===== src/rtl/uart_axil_responder.sv =====
// AXI4-Lite register front end for a byte UART: TX/RX FIFOs, IER/STATUS/COUNT registers, level IRQ.
// Build with UART_AXIL_LOOPBACK_EN defined to add the CTRL.loopback path (TX head fed straight into RX).
module uart_axil_responder #(
  parameter int FIFO_DEPTH = 16
) (
  input  logic        chipset_clk,
  input  logic        chipset_rstn,
  input  logic [12:0] uart_axi_awaddr,
  input  logic        uart_axi_awvalid,
  output logic        uart_axi_awready,
  input  logic [31:0] uart_axi_wdata,
  input  logic        uart_axi_wvalid,
  output logic        uart_axi_wready,
  output logic [1:0]  uart_axi_bresp,
  output logic        uart_axi_bvalid,
  input  logic        uart_axi_bready,
  input  logic [12:0] uart_axi_araddr,
  input  logic        uart_axi_arvalid,
  output logic        uart_axi_arready,
  output logic [31:0] uart_axi_rdata,
  output logic [1:0]  uart_axi_rresp,
  output logic        uart_axi_rvalid,
  input  logic        uart_axi_rready,
  output logic [7:0]  tx_data,
  output logic        tx_valid,
  input  logic        tx_ready,
  input  logic [7:0]  rx_data,
  input  logic        rx_valid,
  output logic        uart_irq
);
  localparam int AW = $clog2(FIFO_DEPTH);
  localparam int CW = AW + 1;
  localparam logic [CW-1:0] FULL_CNT = CW'(FIFO_DEPTH);

  localparam logic [1:0] RESP_OKAY   = 2'b00;
  localparam logic [1:0] RESP_SLVERR = 2'b10;
  localparam logic [1:0] RESP_DECERR = 2'b11;

  localparam logic [10:0] A_DATA   = 11'd0;
  localparam logic [10:0] A_IER    = 11'd1;
  localparam logic [10:0] A_STATUS = 11'd2;
  localparam logic [10:0] A_COUNT  = 11'd3;
  localparam logic [10:0] A_CTRL   = 11'd4;

  typedef enum logic {W_IDLE, W_RESP} wstate_e;
  typedef enum logic {R_IDLE, R_RESP} rstate_e;

  wstate_e       wstate_q, wstate_d;
  rstate_e       rstate_q, rstate_d;
  logic [1:0]    bresp_q, bresp_d;
  logic [1:0]    rresp_q, rresp_d;
  logic [31:0]   rdata_q, rdata_d;
  logic [1:0]    ier_q, ier_d;
  logic          ovr_q, ovr_d;
  logic          irq_q, irq_d;

  logic [7:0]    tx_mem_q [FIFO_DEPTH];
  logic [7:0]    rx_mem_q [FIFO_DEPTH];
  logic [AW-1:0] tx_rd_q, tx_rd_d, tx_wr_q, tx_wr_d;
  logic [AW-1:0] rx_rd_q, rx_rd_d, rx_wr_q, rx_wr_d;
  logic [CW-1:0] tx_cnt_q, tx_cnt_d, rx_cnt_q, rx_cnt_d;

  logic          tx_empty, tx_full, rx_empty, rx_full;
  logic          w_fire, r_fire;
  logic          tx_push, tx_pop, rx_pop, rx_push, rx_in_vld;
  logic          ovr_set, ovr_clr;
  logic [7:0]    tx_head, rx_head, rx_in_dat;
  logic [10:0]   w_idx, r_idx;
  logic          lb_en;
  logic [31:0]   ctrl_rdata;
  logic          unused_bits;

  assign w_idx    = uart_axi_awaddr[12:2];
  assign r_idx    = uart_axi_araddr[12:2];
  assign tx_empty = (tx_cnt_q == '0);
  assign tx_full  = (tx_cnt_q == FULL_CNT);
  assign rx_empty = (rx_cnt_q == '0);
  assign rx_full  = (rx_cnt_q == FULL_CNT);
  assign tx_head  = tx_mem_q[tx_rd_q];
  assign rx_head  = rx_mem_q[rx_rd_q];

  // Ready outputs stay low while reset is held so nothing is accepted into state about to be cleared.
  assign w_fire           = chipset_rstn && (wstate_q == W_IDLE) && uart_axi_awvalid && uart_axi_wvalid;
  assign uart_axi_awready = w_fire;
  assign uart_axi_wready  = w_fire;
  assign uart_axi_arready = chipset_rstn && (rstate_q == R_IDLE);
  assign r_fire           = uart_axi_arready && uart_axi_arvalid;

  assign uart_axi_bvalid = (wstate_q == W_RESP);
  assign uart_axi_bresp  = bresp_q;
  assign uart_axi_rvalid = (rstate_q == R_RESP);
  assign uart_axi_rdata  = rdata_q;
  assign uart_axi_rresp  = rresp_q;
  assign uart_irq        = irq_q;
  assign unused_bits     = ^{uart_axi_awaddr[1:0], uart_axi_araddr[1:0], uart_axi_wdata[31:8]};

`ifdef UART_AXIL_LOOPBACK_EN
  logic ctrl_lb_q, ctrl_lb_d;
  assign ctrl_lb_d  = (w_fire && (w_idx == A_CTRL)) ? uart_axi_wdata[0] : ctrl_lb_q;
  assign lb_en      = ctrl_lb_q;
  assign ctrl_rdata = {31'b0, ctrl_lb_q};
  always_ff @(posedge chipset_clk) begin
    if (!chipset_rstn) ctrl_lb_q <= 1'b0;
    else               ctrl_lb_q <= ctrl_lb_d;
  end
`else
  assign lb_en      = 1'b0;
  assign ctrl_rdata = 32'b0;
`endif

  // In loopback the TX head drains every cycle into RX and the external stream is muted.
  assign tx_valid  = !lb_en && !tx_empty;
  assign tx_data   = tx_empty ? 8'h00 : tx_head;
  assign tx_pop    = !tx_empty && (lb_en || tx_ready);
  assign rx_in_vld = lb_en ? !tx_empty : rx_valid;
  assign rx_in_dat = lb_en ? tx_head : rx_data;
  assign rx_push   = rx_in_vld && (!rx_full || rx_pop);
  assign ovr_set   = rx_in_vld && rx_full && !rx_pop;

  always_comb begin
    wstate_d = wstate_q;
    bresp_d  = bresp_q;
    ier_d    = ier_q;
    tx_push  = 1'b0;
    case (wstate_q)
      W_IDLE: begin
        if (w_fire) begin
          wstate_d = W_RESP;
          bresp_d  = RESP_OKAY;
          case (w_idx)
            A_DATA: begin
              if (tx_full) bresp_d = RESP_SLVERR;
              else         tx_push = 1'b1;
            end
            A_IER:                     ier_d = uart_axi_wdata[1:0];
            A_STATUS, A_COUNT, A_CTRL: ;
            default:                   bresp_d = RESP_DECERR;
          endcase
        end
      end
      W_RESP:  if (uart_axi_bready) wstate_d = W_IDLE;
      default: wstate_d = W_IDLE;
    endcase
  end

  always_comb begin
    rstate_d = rstate_q;
    rdata_d  = rdata_q;
    rresp_d  = rresp_q;
    rx_pop   = 1'b0;
    ovr_clr  = 1'b0;
    case (rstate_q)
      R_IDLE: begin
        if (r_fire) begin
          rstate_d = R_RESP;
          rresp_d  = RESP_OKAY;
          rdata_d  = 32'b0;
          case (r_idx)
            A_DATA: begin
              if (!rx_empty) begin
                rdata_d = {24'b0, rx_head};
                rx_pop  = 1'b1;
              end
            end
            A_IER:    rdata_d = {30'b0, ier_q};
            A_STATUS: begin
              rdata_d = {27'b0, ovr_q, tx_full, tx_empty, rx_full, !rx_empty};
              ovr_clr = 1'b1;
            end
            A_COUNT:  rdata_d = {16'b0, 8'(rx_cnt_q), 8'(tx_cnt_q)};
            A_CTRL:   rdata_d = ctrl_rdata;
            default:  rresp_d = RESP_DECERR;
          endcase
        end
      end
      R_RESP:  if (uart_axi_rready) rstate_d = R_IDLE;
      default: rstate_d = R_IDLE;
    endcase
  end

  // A fresh overrun in the same cycle as a STATUS read survives, since the read reported the older value.
  always_comb begin
    tx_cnt_d = tx_cnt_q + CW'(tx_push) - CW'(tx_pop);
    tx_wr_d  = tx_wr_q + AW'(tx_push);
    tx_rd_d  = tx_rd_q + AW'(tx_pop);
    rx_cnt_d = rx_cnt_q + CW'(rx_push) - CW'(rx_pop);
    rx_wr_d  = rx_wr_q + AW'(rx_push);
    rx_rd_d  = rx_rd_q + AW'(rx_pop);
    ovr_d    = ovr_set || (ovr_q && !ovr_clr);
    irq_d    = (ier_q[0] && !rx_empty) || (ier_q[1] && tx_empty);
  end

  always_ff @(posedge chipset_clk) begin
    if (tx_push) tx_mem_q[tx_wr_q] <= uart_axi_wdata[7:0];
    if (rx_push) rx_mem_q[rx_wr_q] <= rx_in_dat;
  end

  always_ff @(posedge chipset_clk) begin
    if (!chipset_rstn) begin
      wstate_q <= W_IDLE;
      rstate_q <= R_IDLE;
      bresp_q  <= 2'b00;
      rresp_q  <= 2'b00;
      rdata_q  <= 32'b0;
      ier_q    <= 2'b00;
      ovr_q    <= 1'b0;
      irq_q    <= 1'b0;
      tx_rd_q  <= '0;
      tx_wr_q  <= '0;
      tx_cnt_q <= '0;
      rx_rd_q  <= '0;
      rx_wr_q  <= '0;
      rx_cnt_q <= '0;
    end else begin
      wstate_q <= wstate_d;
      rstate_q <= rstate_d;
      bresp_q  <= bresp_d;
      rresp_q  <= rresp_d;
      rdata_q  <= rdata_d;
      ier_q    <= ier_d;
      ovr_q    <= ovr_d;
      irq_q    <= irq_d;
      tx_rd_q  <= tx_rd_d;
      tx_wr_q  <= tx_wr_d;
      tx_cnt_q <= tx_cnt_d;
      rx_rd_q  <= rx_rd_d;
      rx_wr_q  <= rx_wr_d;
      rx_cnt_q <= rx_cnt_d;
    end
  end

endmodule


===== config.mk =====
export PLATFORM = sky130hd
export DESIGN_NAME = uart_axil_responder
export DESIGN_NICKNAME = d
export VERILOG_FILES = /design/src/rtl/uart_axil_responder.sv
export SDC_FILE = /design/constraint.sdc
export NUM_CORES = 1
export LEC_CHECK = 0
export ABC_AREA = 0
export CAP_MARGIN = 10
export CORE_MARGIN = 1
export CORE_UTILIZATION = 55
export DETAILED_ROUTE_END_ITERATION = 8
export DONT_BUFFER_PORTS = 1
export HOLD_SLACK_MARGIN = 0.15
export PLACE_DENSITY = 0.73
export SLEW_MARGIN = 0
export SYNTH_ARGS = -nofsm -noshare
export SYNTH_HDL_FRONTEND = slang
export SYNTH_SLANG_ARGS = --single-unit

===== constraint.sdc =====
create_clock -name chipset_clk -period 3.7 [get_ports chipset_clk]
set_input_delay 0.74 -clock chipset_clk [delete_from_list [all_inputs] [get_ports chipset_clk]]
set_output_delay 0.74 -clock chipset_clk [all_outputs]
set_load 0.005 [all_outputs]

==> impl_metrics.json <==
{
  "outcome": "complete, no violations",
  "ios": 126,
  "place_area_sq_mm": 0.01286,
  "drt-pass1-iter-count": 4,
  "worstHoldPathCells": 0,
  "critPathLaunch": "rx_cnt_q[2]",
  "min-delay-start": "rx_data[6]",
  "synth.top_cell.area_share_pct": 61.37,
  "dp_hpwl_um": 15470,
  "critPathArrivalTime_ps": 3740,
  "place_congestion": 0.8028,
  "pwr_density_cell_mw_per_mm2": 577.1,
  "io_buffers": 0,
  "start_util_pct": 56.70,
  "cp-start-kind": "flop",
  "hold_class": "in -> reg",
  "yosysTopAreaCell": "edfxtp_1",
  "syn2layout_area_growth_pct": 10.32,
  "grt_pass1_vias": 6612,
  "worstSkewPairLatency_ps": 550,
  "finish.utilization_pct": 62.55,
  "crit_slowest_cell": "or4b_1",
  "synth_seq_cells": 304,
  "core-area_sq_mm": 0.02209,
  "synth_flop_cell": "edfxtp_1",
  "drc": 0,
  "finalNetCount": 827,
  "r2r-end": "rx_cnt_q[4]",
  "syn_area_per_cell_sq_um": 17.77,
  "dp.cells": 978,
  "yosysUniqueCellTypes": 57,
  "cp_top_family": "simple AND/OR/NAND/NOR gates",
  "setup_viol": 0,
  "numCtsBuffers": 30,
  "ctsHoldBuffers": 0,
  "r2r-start": "rx_cnt_q[2]",
  "synth-seq-area-share_pct": 69.04,
  "die_area_sq_mm": 0.02338,
  "synth_cells": 705,
  "cts.path.max_buffers": 3,
  "crit_fanout": 5,
  "wl_per_cell_um": 23.06,
  "tightest_slew_ps": 955.9,
  "clock.fmax_mhz": 299.0,
  "drive_above_1_share_pct": 21.68,
  "cts.clk_slew.worst_paths_ps": 60,
  "rsz0062_at_grt": "no",
  "maxCapViolations": 0,
  "cts_tree": "yes",
  "drt-total-wl_um": 23800,
  "htreeDepth": 1,
  "syn-cell-area_sq_mm": 0.01253,
  "reg2reg_slack_ps": 350,
  "holdPathEnd": "rx_mem_q[12][6]",
  "timing.final.crit_share_pct": 90.41,
  "yosys-top-cells-area": "edfxtp_1 (61%), mux4_2 (13%), dfxtp_1 (7.7%)",
  "crit_type": "reg -> reg",
  "yosysWarningCount": 0,
  "final_cell_area_sq_mm": 0.01382,
  "hold_viol": 0,
  "fp.dieW_um": 152.9,
  "ant_nets": 0,
  "placementRows": 54,
  "fillers": 1504,
  "async_flop_share_pct": 0,
  "drtIter0Drc": 531,
  "via_count": 6219,
  "worstRegToRegCells": 16,
  "cts.root.buffer_cell": "clkbuf_16",
  "worst-path-buf-inv": 4,
  "finalMaxSlewViolations": 0,
  "cp-end-kind": "flop",
  "cellLeakagePower_nw": 4.578,
  "crit_chain": "inv_1, ha_1, or4b_1, nor3b_4, nand2_1, inv_2, o21ai_0, ha_1, inv_1, ha_1, inv_1, fa_1, nand2b_1, a21oi_1, o21ai_0, nor3b_1",
  "post_cts_buffers": 0,
  "tns_ps": 0,
  "grt_pass1_wl_um": 37400,
  "synth_edf_count": 256,
  "die_y_um": 152.9,
  "grt_max_degree": 35,
  "slew_headroom_pct": 36.27,
  "whs_ps": 284.7,
  "max-vdd-ir-drop_mv": 0.3057,
  "overflow": 0,
  "slowest_delay_ps": 530,
  "cts_resized": 0,
  "grt_usage_pct": 21.09,
  "cts_sinks": 304,
  "via_per_inst": 6.026,
  "antenna_found_initial": 0,
  "antenna_cells": 0,
  "final_cells": 1032,
  "skew_ps": 8.419,
  "cp.required_ps": 4100,
  "fin_crit_ps": 3345
}
[worst register-to-register path: stages, from the launching register on]
cell and delay (ps):
dfxtp_1 320, inv_1 80, ha_1 190, or4b_1 530, nor3b_4 220, nand2_1 150
inv_2 50, o21ai_0 160, ha_1 250, inv_1 60, ha_1 150, inv_1 60
fa_1 410, nand2b_1 160, a21oi_1 180, o21ai_0 90, nor3b_1 140
[cell usage in the layout (no fill, tap or decap), types with 20 or more instances in the layout]
| master | count |
|---|---|
| nor2_1 | 27 |
| and2_1 | 23 |
| dfxtp_1 | 46 |
| edfxtp_1 | 256 |
| ha_1 | 20 |
| buf_4 | 29 |
| clkbuf_16 | 31 |
| inv_1 | 21 |
| nor3_1 | 21 |
| mux4_2 | 72 |
[worst max-delay path by stage]
stage	to	slack (ps)	depth (start not counted)
detailed placement	rx_cnt_q[4]	130	14
CTS	tx_data[1]	300	4
finish	rx_cnt_q[4]	350	16
floorplan	rx_cnt_q[4]	170	14
global route	rx_cnt_q[4]	30	16
global placement	rx_cnt_q[4]	180	14
[through the flow]
step	power (mW)	setup slack, ps
2_1_floorplan	4.885	170.4
4_1_cts	8.035	298.5
6_report	7.975	355.0
3_5_place_dp	5.107	128.1
3_3_place_gp	5.059	182.3
5_1_grt	8.275	26.23
[synthesized netlist by cell type, drive strengths merged (2+ instances only)]
library cell / count
a211oi: 3
a21o: 2
a21oi: 9
a22o: 15
a22oi: 11
and2: 23
and3: 7
and4b: 7
buf: 34
clkbuf: 21
dfxtp: 48
edfxtp: 256
fa: 2
ha: 20
inv: 22
mux2: 4
mux2i: 4
mux4: 72
nand2: 13
nand2b: 8
nand3: 8
nand4bb: 2
nor2: 27
nor2b: 8
nor3: 22
nor3b: 4
nor4: 7
nor4bb: 3
o21ai: 11
or4: 2
or4b: 2
xnor2: 10
xor2: 4
[per-layer routing]
metal	track usage, %	part of all wire, %	up-vias
li1	-	-	2805
met1	30.57	44	3166
met2	33.77	48	218
met3	3.657	6.6	30
met4	4.954	1.4	0
met5	0	0	-
[report_power, final]
group	leakage [nW]	switching, mW	internal [mW]
clock	0.464	1.22	1.72
combinational	1.42	0.565	0.570
sequential	2.70	0.0803	3.82
total	4.58	1.86	6.11
[registers in the layout, indices dropped and copies added (netlist names)]
signal and count:
rx_mem_q 128, tx_mem_q 128, uart_axi_rdata 13, rx_cnt_q 5
tx_cnt_q 5, rx_rd_q 4, rx_wr_q 4, tx_rd_q 4
tx_wr_q 4, ier_q 2, uart_axi_bresp 2, ovr_q 1
uart_axi_bvalid 1, uart_axi_rresp 1, uart_axi_rvalid 1, uart_irq 1
[final cells by class]
class                   count  area (sq um)  area share (%)
clock buffers              35         790.8           5.722
clock inverters            19         165.2           1.195
inverters                  22         82.58          0.5976
multi-input cells         342          3542           25.63
flip-flops and latches    304          8651           62.60
well taps                 280         350.3           2.535
repair buffers             30         237.7           1.720
[kinds of logic after synthesis]
kind of cell    Yosys count  share of synthesized area (%)
compound gates           59                          3.386
flops                   304                          69.04
other cells               1                        0.02994
buf+inv                  77                          3.326
xor+xnor                 14                         0.9788
simple gates            148                          7.301
fa+ha+maj                22                          2.317
mux                      80                          13.62
Power figures use the tool's default switching activity.
